## config.mk

```make
export PLATFORM = sky130hd
export DESIGN_NAME = writeback_arbiter_flat
export DESIGN_NICKNAME = d
export VERILOG_FILES = /design/src/rtl/writeback_arbiter_if.sv /design/src/rtl/writeback_arbiter.sv /design/src/flat_wrapper.sv
export SDC_FILE = /design/constraint.sdc
export NUM_CORES = 1
export LEC_CHECK = 0
export BUFFER_PORTS_ARGS = -buffer_cell sky130_fd_sc_hd__buf_2
export CAP_MARGIN = 30
export CORE_ASPECT_RATIO = 0.8
export CORE_UTILIZATION = 50
export CTS_CLUSTER_SIZE = 10
export DETAILED_ROUTE_END_ITERATION = 7
export PLACE_DENSITY = 0.75
export SETUP_SLACK_MARGIN = 0.5
export SYNTH_ARGS = -nofsm -noshare
export SYNTH_HDL_FRONTEND = slang
export SYNTH_SLANG_ARGS = --single-unit
```

## constraint.sdc

```tcl
create_clock -name clk -period 5.1 [get_ports clk]
set_clock_uncertainty 0.1 [all_clocks]
set_input_delay 0 -clock clk [delete_from_list [all_inputs] [get_ports clk]]
set_output_delay 0 -clock clk [all_outputs]
set_load 0.1 [all_outputs]
```

## src/rtl/writeback_arbiter_if.sv

```systemverilog
// Producer-side request bus and ROB-side writeback bus of the writeback arbiter.
// master: execution units / ROB side; slave: the arbiter.
interface writeback_arbiter_if #(
    parameter int unsigned NUM_REQ = 4
);
    logic [NUM_REQ-1:0]    req_valid;
    logic [NUM_REQ*5-1:0]  req_vregid;
    logic [NUM_REQ*32-1:0] req_val;
    logic [NUM_REQ-1:0]    req_ready;

    logic        writeback1_en;
    logic [4:0]  writeback1_vregid;
    logic [31:0] writeback1_val;
    logic        writeback2_en;
    logic [4:0]  writeback2_vregid;
    logic [31:0] writeback2_val;
    logic        writeback3_en;
    logic [4:0]  writeback3_vregid;
    logic [31:0] writeback3_val;
    logic        busy;

    modport master (
        output req_valid, req_vregid, req_val,
        input  req_ready,
        input  writeback1_en, writeback1_vregid, writeback1_val,
        input  writeback2_en, writeback2_vregid, writeback2_val,
        input  writeback3_en, writeback3_vregid, writeback3_val,
        input  busy
    );

    modport slave (
        input  req_valid, req_vregid, req_val,
        output req_ready,
        output writeback1_en, writeback1_vregid, writeback1_val,
        output writeback2_en, writeback2_vregid, writeback2_val,
        output writeback3_en, writeback3_vregid, writeback3_val,
        output busy
    );
endinterface

```

## src/rtl/writeback_arbiter.sv

```systemverilog
// Per-producer result FIFOs with a round-robin arbiter onto three registered ROB writeback ports.
// Optional macro WB_ARB_STATS_EN adds the saturating stall_cycles contention counter.
module writeback_arbiter #(
    parameter int unsigned NUM_REQ = 4,
    parameter int unsigned DEPTH   = 2
) (
    input  logic        clk,
    input  logic        rst,
    input  logic        flush,
`ifdef WB_ARB_STATS_EN
    output logic [31:0] stall_cycles,
`endif
    writeback_arbiter_if.slave bus
);
    localparam int unsigned ID_W      = 5;
    localparam int unsigned VAL_W     = 32;
    localparam int unsigned NUM_SLOTS = 3;
    localparam int unsigned PTR_W     = $clog2(DEPTH);
    localparam int unsigned CNT_W     = PTR_W + 1;
    localparam int unsigned IDX_W     = $clog2(NUM_REQ);

    logic [ID_W-1:0]  r_mem_id  [NUM_REQ][DEPTH];
    logic [VAL_W-1:0] r_mem_val [NUM_REQ][DEPTH];
    logic [PTR_W-1:0] r_wr_ptr  [NUM_REQ];
    logic [PTR_W-1:0] r_rd_ptr  [NUM_REQ];
    logic [CNT_W-1:0] r_count   [NUM_REQ];
    logic [NUM_REQ-1:0] r_ready;
    logic               r_busy;
    logic [IDX_W-1:0]   r_rr_ptr;

    logic [NUM_SLOTS-1:0] r_wb_en;
    logic [ID_W-1:0]      r_wb_id  [NUM_SLOTS];
    logic [VAL_W-1:0]     r_wb_val [NUM_SLOTS];

    logic [NUM_REQ-1:0]   w_nonempty;
    logic [NUM_REQ-1:0]   w_push;
    logic [NUM_REQ-1:0]   w_pop;
    logic [CNT_W-1:0]     w_count_next [NUM_REQ];
    logic [NUM_REQ-1:0]   w_ready_next;
    logic                 w_busy_next;
    logic [3:0]           w_ne_cnt;
    logic [IDX_W-1:0]     w_src [NUM_SLOTS];
    logic [NUM_SLOTS-1:0] w_slot_vld;
    logic [IDX_W-1:0]     w_rr_next;
    logic [IDX_W-1:0]     w_idx;
    logic [1:0]           w_nslot;

    // Round-robin scan from r_rr_ptr; the first three non-empty FIFOs take slots 1..3.
    always_comb begin
        w_pop      = '0;
        w_slot_vld = '0;
        w_rr_next  = r_rr_ptr;
        w_idx      = '0;
        w_nslot    = '0;
        for (int s = 0; s < int'(NUM_SLOTS); s++) begin
            w_src[s] = '0;
        end
        for (int k = 0; k < int'(NUM_REQ); k++) begin
            w_idx = IDX_W'((int'(r_rr_ptr) + k) % int'(NUM_REQ));
            if (w_nonempty[w_idx] && (w_nslot != 2'd3)) begin
                w_pop[w_idx]        = 1'b1;
                w_src[w_nslot]      = w_idx;
                w_slot_vld[w_nslot] = 1'b1;
                w_rr_next           = (w_idx == IDX_W'(NUM_REQ - 1)) ? '0 : w_idx + 1'b1;
                w_nslot             = w_nslot + 2'd1;
            end
        end
    end

    // Occupancy bookkeeping; ready/busy are precomputed so they leave as flops.
    always_comb begin
        w_busy_next = 1'b0;
        w_ne_cnt    = '0;
        for (int i = 0; i < int'(NUM_REQ); i++) begin
            w_nonempty[i]   = (r_count[i] != '0);
            w_push[i]       = bus.req_valid[i] && r_ready[i];
            w_count_next[i] = r_count[i] + CNT_W'(w_push[i]) - CNT_W'(w_pop[i]);
            w_ready_next[i] = (w_count_next[i] != CNT_W'(DEPTH));
            w_busy_next     = w_busy_next | (w_count_next[i] != '0);
            w_ne_cnt        = w_ne_cnt + 4'(w_nonempty[i]);
        end
    end

    // FIFO storage needs no reset: pointers and counts gate every read.
    always_ff @(posedge clk) begin
        for (int i = 0; i < int'(NUM_REQ); i++) begin
            if (w_push[i]) begin
                r_mem_id[i][r_wr_ptr[i]]  <= bus.req_vregid[ID_W*i +: ID_W];
                r_mem_val[i][r_wr_ptr[i]] <= bus.req_val[VAL_W*i +: VAL_W];
            end
        end
    end

    always_ff @(posedge clk) begin
        if (rst || flush) begin
            for (int i = 0; i < int'(NUM_REQ); i++) begin
                r_count[i]  <= '0;
                r_wr_ptr[i] <= '0;
                r_rd_ptr[i] <= '0;
            end
            for (int s = 0; s < int'(NUM_SLOTS); s++) begin
                r_wb_id[s]  <= '0;
                r_wb_val[s] <= '0;
            end
            r_wb_en  <= '0;
            r_rr_ptr <= '0;
            r_ready  <= '1;
            r_busy   <= 1'b0;
        end else begin
            for (int i = 0; i < int'(NUM_REQ); i++) begin
                r_count[i] <= w_count_next[i];
                if (w_push[i]) r_wr_ptr[i] <= r_wr_ptr[i] + 1'b1;
                if (w_pop[i])  r_rd_ptr[i] <= r_rd_ptr[i] + 1'b1;
            end
            // Idle slots drop en but keep their last id/value.
            for (int s = 0; s < int'(NUM_SLOTS); s++) begin
                r_wb_en[s] <= w_slot_vld[s];
                if (w_slot_vld[s]) begin
                    r_wb_id[s]  <= r_mem_id[w_src[s]][r_rd_ptr[w_src[s]]];
                    r_wb_val[s] <= r_mem_val[w_src[s]][r_rd_ptr[w_src[s]]];
                end
            end
            r_rr_ptr <= w_rr_next;
            r_ready  <= w_ready_next;
            r_busy   <= w_busy_next;
        end
    end

`ifdef WB_ARB_STATS_EN
    logic [31:0] r_stall_cycles;

    // Counts cycles where more producers wait than there are writeback slots.
    always_ff @(posedge clk) begin
        if (rst) begin
            r_stall_cycles <= '0;
        end else if (!flush && (w_ne_cnt > 4'(NUM_SLOTS)) && (r_stall_cycles != '1)) begin
            r_stall_cycles <= r_stall_cycles + 32'd1;
        end
    end

    assign stall_cycles = r_stall_cycles;
`endif

    assign bus.req_ready         = r_ready;
    assign bus.busy              = r_busy;
    assign bus.writeback1_en     = r_wb_en[0];
    assign bus.writeback1_vregid = r_wb_id[0];
    assign bus.writeback1_val    = r_wb_val[0];
    assign bus.writeback2_en     = r_wb_en[1];
    assign bus.writeback2_vregid = r_wb_id[1];
    assign bus.writeback2_val    = r_wb_val[1];
    assign bus.writeback3_en     = r_wb_en[2];
    assign bus.writeback3_vregid = r_wb_id[2];
    assign bus.writeback3_val    = r_wb_val[2];
endmodule
```

## src/flat_wrapper.sv

```systemverilog
// flat-port wrapper written by rule: the top's interface ports become plain ports
module writeback_arbiter_flat 
#(
    parameter int unsigned NUM_REQ = 4,
    parameter int unsigned DEPTH   = 2
)
  (clk, rst, flush, bus_req_valid, bus_req_vregid, bus_req_val, bus_req_ready, bus_writeback1_en, bus_writeback1_vregid, bus_writeback1_val, bus_writeback2_en, bus_writeback2_vregid, bus_writeback2_val, bus_writeback3_en, bus_writeback3_vregid, bus_writeback3_val, bus_busy);
  writeback_arbiter_if #(.NUM_REQ(NUM_REQ)) bus_i ();
  input  logic clk;
  input  logic rst;
  input  logic flush;
  input wire logic [$bits(bus_i.req_valid)-1:0] bus_req_valid;
  input wire logic [$bits(bus_i.req_vregid)-1:0] bus_req_vregid;
  input wire logic [$bits(bus_i.req_val)-1:0] bus_req_val;
  output wire logic [$bits(bus_i.req_ready)-1:0] bus_req_ready;
  output wire logic [$bits(bus_i.writeback1_en)-1:0] bus_writeback1_en;
  output wire logic [$bits(bus_i.writeback1_vregid)-1:0] bus_writeback1_vregid;
  output wire logic [$bits(bus_i.writeback1_val)-1:0] bus_writeback1_val;
  output wire logic [$bits(bus_i.writeback2_en)-1:0] bus_writeback2_en;
  output wire logic [$bits(bus_i.writeback2_vregid)-1:0] bus_writeback2_vregid;
  output wire logic [$bits(bus_i.writeback2_val)-1:0] bus_writeback2_val;
  output wire logic [$bits(bus_i.writeback3_en)-1:0] bus_writeback3_en;
  output wire logic [$bits(bus_i.writeback3_vregid)-1:0] bus_writeback3_vregid;
  output wire logic [$bits(bus_i.writeback3_val)-1:0] bus_writeback3_val;
  output wire logic [$bits(bus_i.busy)-1:0] bus_busy;
  assign bus_i.req_valid = bus_req_valid;
  assign bus_i.req_vregid = bus_req_vregid;
  assign bus_i.req_val = bus_req_val;
  assign bus_req_ready = bus_i.req_ready;
  assign bus_writeback1_en = bus_i.writeback1_en;
  assign bus_writeback1_vregid = bus_i.writeback1_vregid;
  assign bus_writeback1_val = bus_i.writeback1_val;
  assign bus_writeback2_en = bus_i.writeback2_en;
  assign bus_writeback2_vregid = bus_i.writeback2_vregid;
  assign bus_writeback2_val = bus_i.writeback2_val;
  assign bus_writeback3_en = bus_i.writeback3_en;
  assign bus_writeback3_vregid = bus_i.writeback3_vregid;
  assign bus_writeback3_val = bus_i.writeback3_val;
  assign bus_busy = bus_i.busy;
  writeback_arbiter #(.NUM_REQ(NUM_REQ), .DEPTH(DEPTH)) u_core (.clk(clk), .rst(rst), .flush(flush), .bus(bus_i));
endmodule
```

# Yosys cells after proc, flatten, opt, wreduce, memory -nomap -nowiden
# Memory sizes are Yosys's and may differ from the RTL's.
# Index checks and enable logic that the tools add are counted.
# totals
ff_bits	10
ramBits	423
output_inout_bits	119
word_cells	296
n_memories	7
# classes
add_sub_neg	25
order_cmp	31
n_eq_ne	11
mux	150
bitwise_logic	37
reduce_logical	31
# mem_list
memory	words	word_bits	rd	rd_ports_with_merged_regs	wr	line_no	source
u_core.r_mem_val	4	64	3	0	4	writeback_arbiter.sv:23	logic [VAL_W-1:0] r_mem_val [NUM_REQ][DEPTH];
u_core.r_wb_val	3	32	3	0	3	writeback_arbiter.sv:33	logic [VAL_W-1:0] r_wb_val [NUM_SLOTS];
u_core.r_mem_id	4	10	3	0	4	writeback_arbiter.sv:22	logic [ID_W-1:0] r_mem_id [NUM_REQ][DEPTH];
u_core.r_wb_id	3	5	3	0	3	writeback_arbiter.sv:32	logic [ID_W-1:0] r_wb_id [NUM_SLOTS];
u_core.r_count	4	2	4	0	4	writeback_arbiter.sv:26	logic [CNT_W-1:0] r_count [NUM_REQ];
u_core.r_rd_ptr	4	1	7	0	4	writeback_arbiter.sv:25	logic [PTR_W-1:0] r_rd_ptr [NUM_REQ];
+1 memories	-	-	-	-	-	-	
# op_table
operator	n
32-bit two-way mux	16
64-bit two-way mux	4
32-bit demux with 1-bit select	4
5-bit two-way mux	16
1-bit two-way mux	57
10-bit two-way mux	4
2-bit two-way mux	18
1-bit logical AND	21
1-bit bitwise OR	21
5-bit demux with 1-bit select	4
6-bit bitwise mux	3
2-bit by 3-bit less-than comparator with 1-bit output, second input constant	6
6-bit two-way mux	3
4-bit two-way mux	4
2-bit nonzero test	8
1-bit demux with 2-bit select	7
2-bit greater-or-equal comparator, second input constant	7
1-bit NOT with 2-bit output	7
2-bit by 1-bit adder with 2-bit output, second input constant	6
2-bit demux with 2-bit select	3
2-bit by 1-bit greater-or-equal comparator with 1-bit output, second input constant	6
2-bit != test, second input constant	6
4-bit bitwise OR	3
3-bit greater-or-equal comparator, second input constant	3
19 further kinds	48

# Logic depth before layout (Yosys ltp)
# An unclocked memory read counts as a cell.
# logic_depth
ltp_word	24
mapped_depth	20
depth_no_buf	18

# Worst setup path after synthesis
# OpenSTA, ideal clock, no wires.
# synth_path
path_kind	register to register
start	register u_core.r_rr_ptr[1]
end	memory u_core.r_wb_val[2][1], in the netlist u_core.r_wb_val[0][65] (data pin)
setup_time_ps	266
t_arrival_ps	4550
required_ps	4734
path_slack_ps	184
stages_incl_launch_ff	18
synth_period_minus_slack_ps	4916
cell_sequence	dfxtp_1 > inv_1 > ha_1 > clkbuf_1 > mux4_2 > clkbuf_1 > inv_1 > fa_1 > inv_1 > nor3_1 > nand3_1 > o211ai_1 > clkbuf_1 > clkbuf_1 > clkbuf_1 > nand3_1 > a31oi_1 > nor2_1
# synth_lines
item	line_no	source
start, declared	writeback_arbiter.sv:29	logic [IDX_W-1:0] r_rr_ptr;
start signal, assigned	writeback_arbiter.sv:123	r_rr_ptr <= w_rr_next;
end, declared	writeback_arbiter.sv:33	

==> summary.md <==
| Metric | Value |
|---|---|
| Status | completed |
| GRT overflow | 0 |
| DRT iter0 DRCs | 2241 |
| Top delay family on crit path | multiplexers |
| RePlAce Congestion | 0.921 |
| Max transition margin | 42.6% |
| Worst hold path class | in2reg |
| Yosys reg bits | 433 |
| TritonCTS Buffers | 50 |
| Crit path to | u_core.r_wb_val[0][2]$_SDFFCE_PN0P_ |
| Crit Path Category | reg2reg |
| RSZ-0062 raised after global routing | yes |
| Worst slew pin tran | 0.861 ns |
| CP arrival | 4.69 ns |
| Drt pass-1 iters | 6 |
| Setup slack, reg-to-reg | 0.66 ns |
| Worst setup SP type | flip-flop |
| Util after Layout | 63.5% |
| Hpwl dp | 40900 um |
| Vias in the first global route | 17432 |
| Worst-path clk slew | 0.06 ns |
| Cell mode on critical path | inv_1 |
| Main area contributors after synthesis | edfxtp_1 (57%), mux4_2 (8.1%), nand2_1 (6.8%) |
| DR WL/cell | 26.9 um |
| Max cap viols | 0 |
| Number of enable flip-flop cells after synthesis | 415 |
| CP max FO | 37 |
| Multi-input combinational cell area | 8680 um^2 |
| Critical-path top delay cell | mux4_2 |
| Highest clock rate | 225 MHz |
| Synthesized cell area | 22000 um^2 |
| DR vias/cell | 6.49 |
| Commonest cells post-synth | edfxtp_1 (415), nand2_1 (398), clkbuf_1 (84), nand3_1 (83), mux2i_1 (81) |
| Fill cells | 3154 |
| Final worst slack | 0.655 ns |
| Ys flop type | edfxtp_1 |
| Clk sinks | 433 |
| Stages on the worst setup path | 12 |
| Crit-path max cell delay | 0.56 ns |
| Layout area overhead | 24.8% |
| Cells after Synth | 1753 |
| CP Capture Type | flip-flop |
| Post-route setup TNS | 0 ns |
| Cell with the most instances after synthesis | edfxtp_1 |
| Core box area | 43200 um^2 |
| DRC | 0 |
| Sequential fraction of the synthesis area | 58.3% |
| Via Count | 17906 |
| Initial core utilization | 50.9% |
| Final hold vios | 0 |
| CP bufs+invs | 4 |
| PortBufs | 273 |
| Share of the synthesized area in the top cell type | 56.7% |
| DP Worst Slack | 0.367 ns |
| Capturing point of the worst reg2reg path | u_core.r_wb_val[0][2]$_SDFFCE_PN0P_ |
| I/O pin count | 274 |
| Die area | 44800 um^2 |
| Die Y | 190 um |
| GRT Total Usage | 31.4% |
| Async SR Flop Fraction | 0% |
| Die X | 237 um |
| Period utilization | 87.2% |
| Hold slack | 0.0228 ns |
| CTS tree | built |
| Global-route wire length before repair | 105000 um |
| Worst path required time | 5.34 ns |
| Share of post-route cells with drive strength above 1 | 26.7% |
| Post-synth top area cell | edfxtp_1 |
| Worst skew pair latency | 0.60 ns |
| Root Driver | clkbuf_16 |
| Post-synth net total | 1930 |
| Cell Chain, Critical Path | inv_1, ha_1, mux4_2, inv_1, ha_1, inv_1, mux2i_4, nand3_2, a31oi_4, bufbuf_16, mux4_2, a22o_1 |
| Tmin final | 4.44 ns |
| Largest net degree at the start of global routing | 149 |
| Initial antenna violation count | 6 |
| Final wirelength | 74100 um |
| Sequential Area | 12800 um^2 |
| CTS H-tree lvls | 2 |
| Ys Warns | 0 |
| Yosys cell types | 54 |
| FF-to-FF Start | u_core.r_rr_ptr[1]$_SDFFE_PP0P_ |
| Slew Viols, Final | 0 |
| Row count | 68 |
| CP startpoint | u_core.r_rr_ptr[1]$_SDFFE_PP0P_ |
| Post-Syn Area per Cell | 12.5 um^2 |
| Worst Reg2Reg Path Length in Cells | 12 |
| Fin nets | 2344 |
| Clock buffer depth | 3 |
| # setup viols final | 0 |
| Number of routed nets with antenna violations | 0 |
worst min-delay path by stage:
| stage | start | endpoint | slack (ns) | cells past startpoint |
|---|---|---|---|---|
| CTS | bus_req_val[70] | u_core.r_mem_val[2][38]$_DFFE_PP_ | 0.0006 | 2 |
| global route | bus_req_val[69] | u_core.r_mem_val[2][37]$_DFFE_PP_ | 0.02 | 2 |
| detailed placement | bus_req_val[100] | u_core.r_mem_val[3][36]$_DFFE_PP_ | 0.09 | 1 |
| finish | bus_req_val[88] | u_core.r_mem_val[2][24]$_DFFE_PP_ | 0.02 | 2 |
| global placement | bus_req_val[69] | u_core.r_mem_val[2][37]$_DFFE_PP_ | 0.09 | 1 |
| floorplan | bus_req_vregid[0] | u_core.r_mem_id[0][0]$_DFFE_PP_ | -0.001 | 0 |
cells by family after synthesis:
kind of cell,Yosys count,synth area share [%]
simple gates,626,12.1
flops,433,58.3
compound gates,265,8.84
mux,241,16.0
buf+inv,158,3.25
fa+ha+maj,22,1.29
xor+xnor,8,0.318
per-stage QoR:
stage               cell area, um^2  instances
floorplan                     22000       1753
global placement              24000       2492
detailed placement            24100       2495
CTS                           27300       2743
global route                  27500       2755
finish                        27500       2757
placed cells by master, fill, tap and decap left out, drive strengths merged, types with 6 or more instances in the layout:
cell / count
a211oi: 6
a21oi: 44
a22o: 37
a311oi: 37
a31oi: 41
and2: 7
and3: 42
buf: 332
clkbuf: 76
dfxtp: 18
dlygate4sd3: 161
edfxtp: 415
ha: 21
inv: 21
mux2: 80
mux2i: 84
mux4: 79
nand2: 398
nand3: 84
nor2: 66
nor3: 11
o211ai: 78
o21ai: 9
or2: 6
sequential cells by signal, summed over array words and instances, names as in the netlist, 4 cells and up:
name and cells:
u_core.r_wb_val 96, u_core.r_rd_ptr 4, u_core.r_mem_id 40, u_core.r_wb_id 15, u_core.r_mem_val 256, u_core.bus.req_ready 4, u_core.r_count 8, u_core.r_wr_ptr 4
per-layer routing:
layer | global-route usage (%) | vias up | share of wire [%]
met5 | 0 | - | 0.043
met4 | 15.1 | 6 | 4.5
met3 | 6.92 | 278 | 12
met2 | 50.4 | 1474 | 47
met1 | 40.8 | 8642 | 37
li1 | - | 7506 | -
area by class of cell:
type / instances / area share, %
multi-input combinational: 1165 / 31.6
sequential: 433 / 46.7
clock buffer: 74 / 5.11
timing repair buffer: 496 / 13.5
antenna: 4 / 0.0364
clock inverter: 4 / 0.155
inverter: 21 / 0.314
tap: 560 / 2.55
timing repair:
item                       4_1_cts  5_1_grt
resized for setup                8        7
gates cloned                     2        4
pin swaps                        2        0
hold buffers                   161        0
setup endpoints to repair       87      111
buffers inserted                 7        6
hold endpoints to repair       339        0
Power is not shown: default switching activity piles up to over one toggle a cycle in this logic, so the estimate is an artifact.
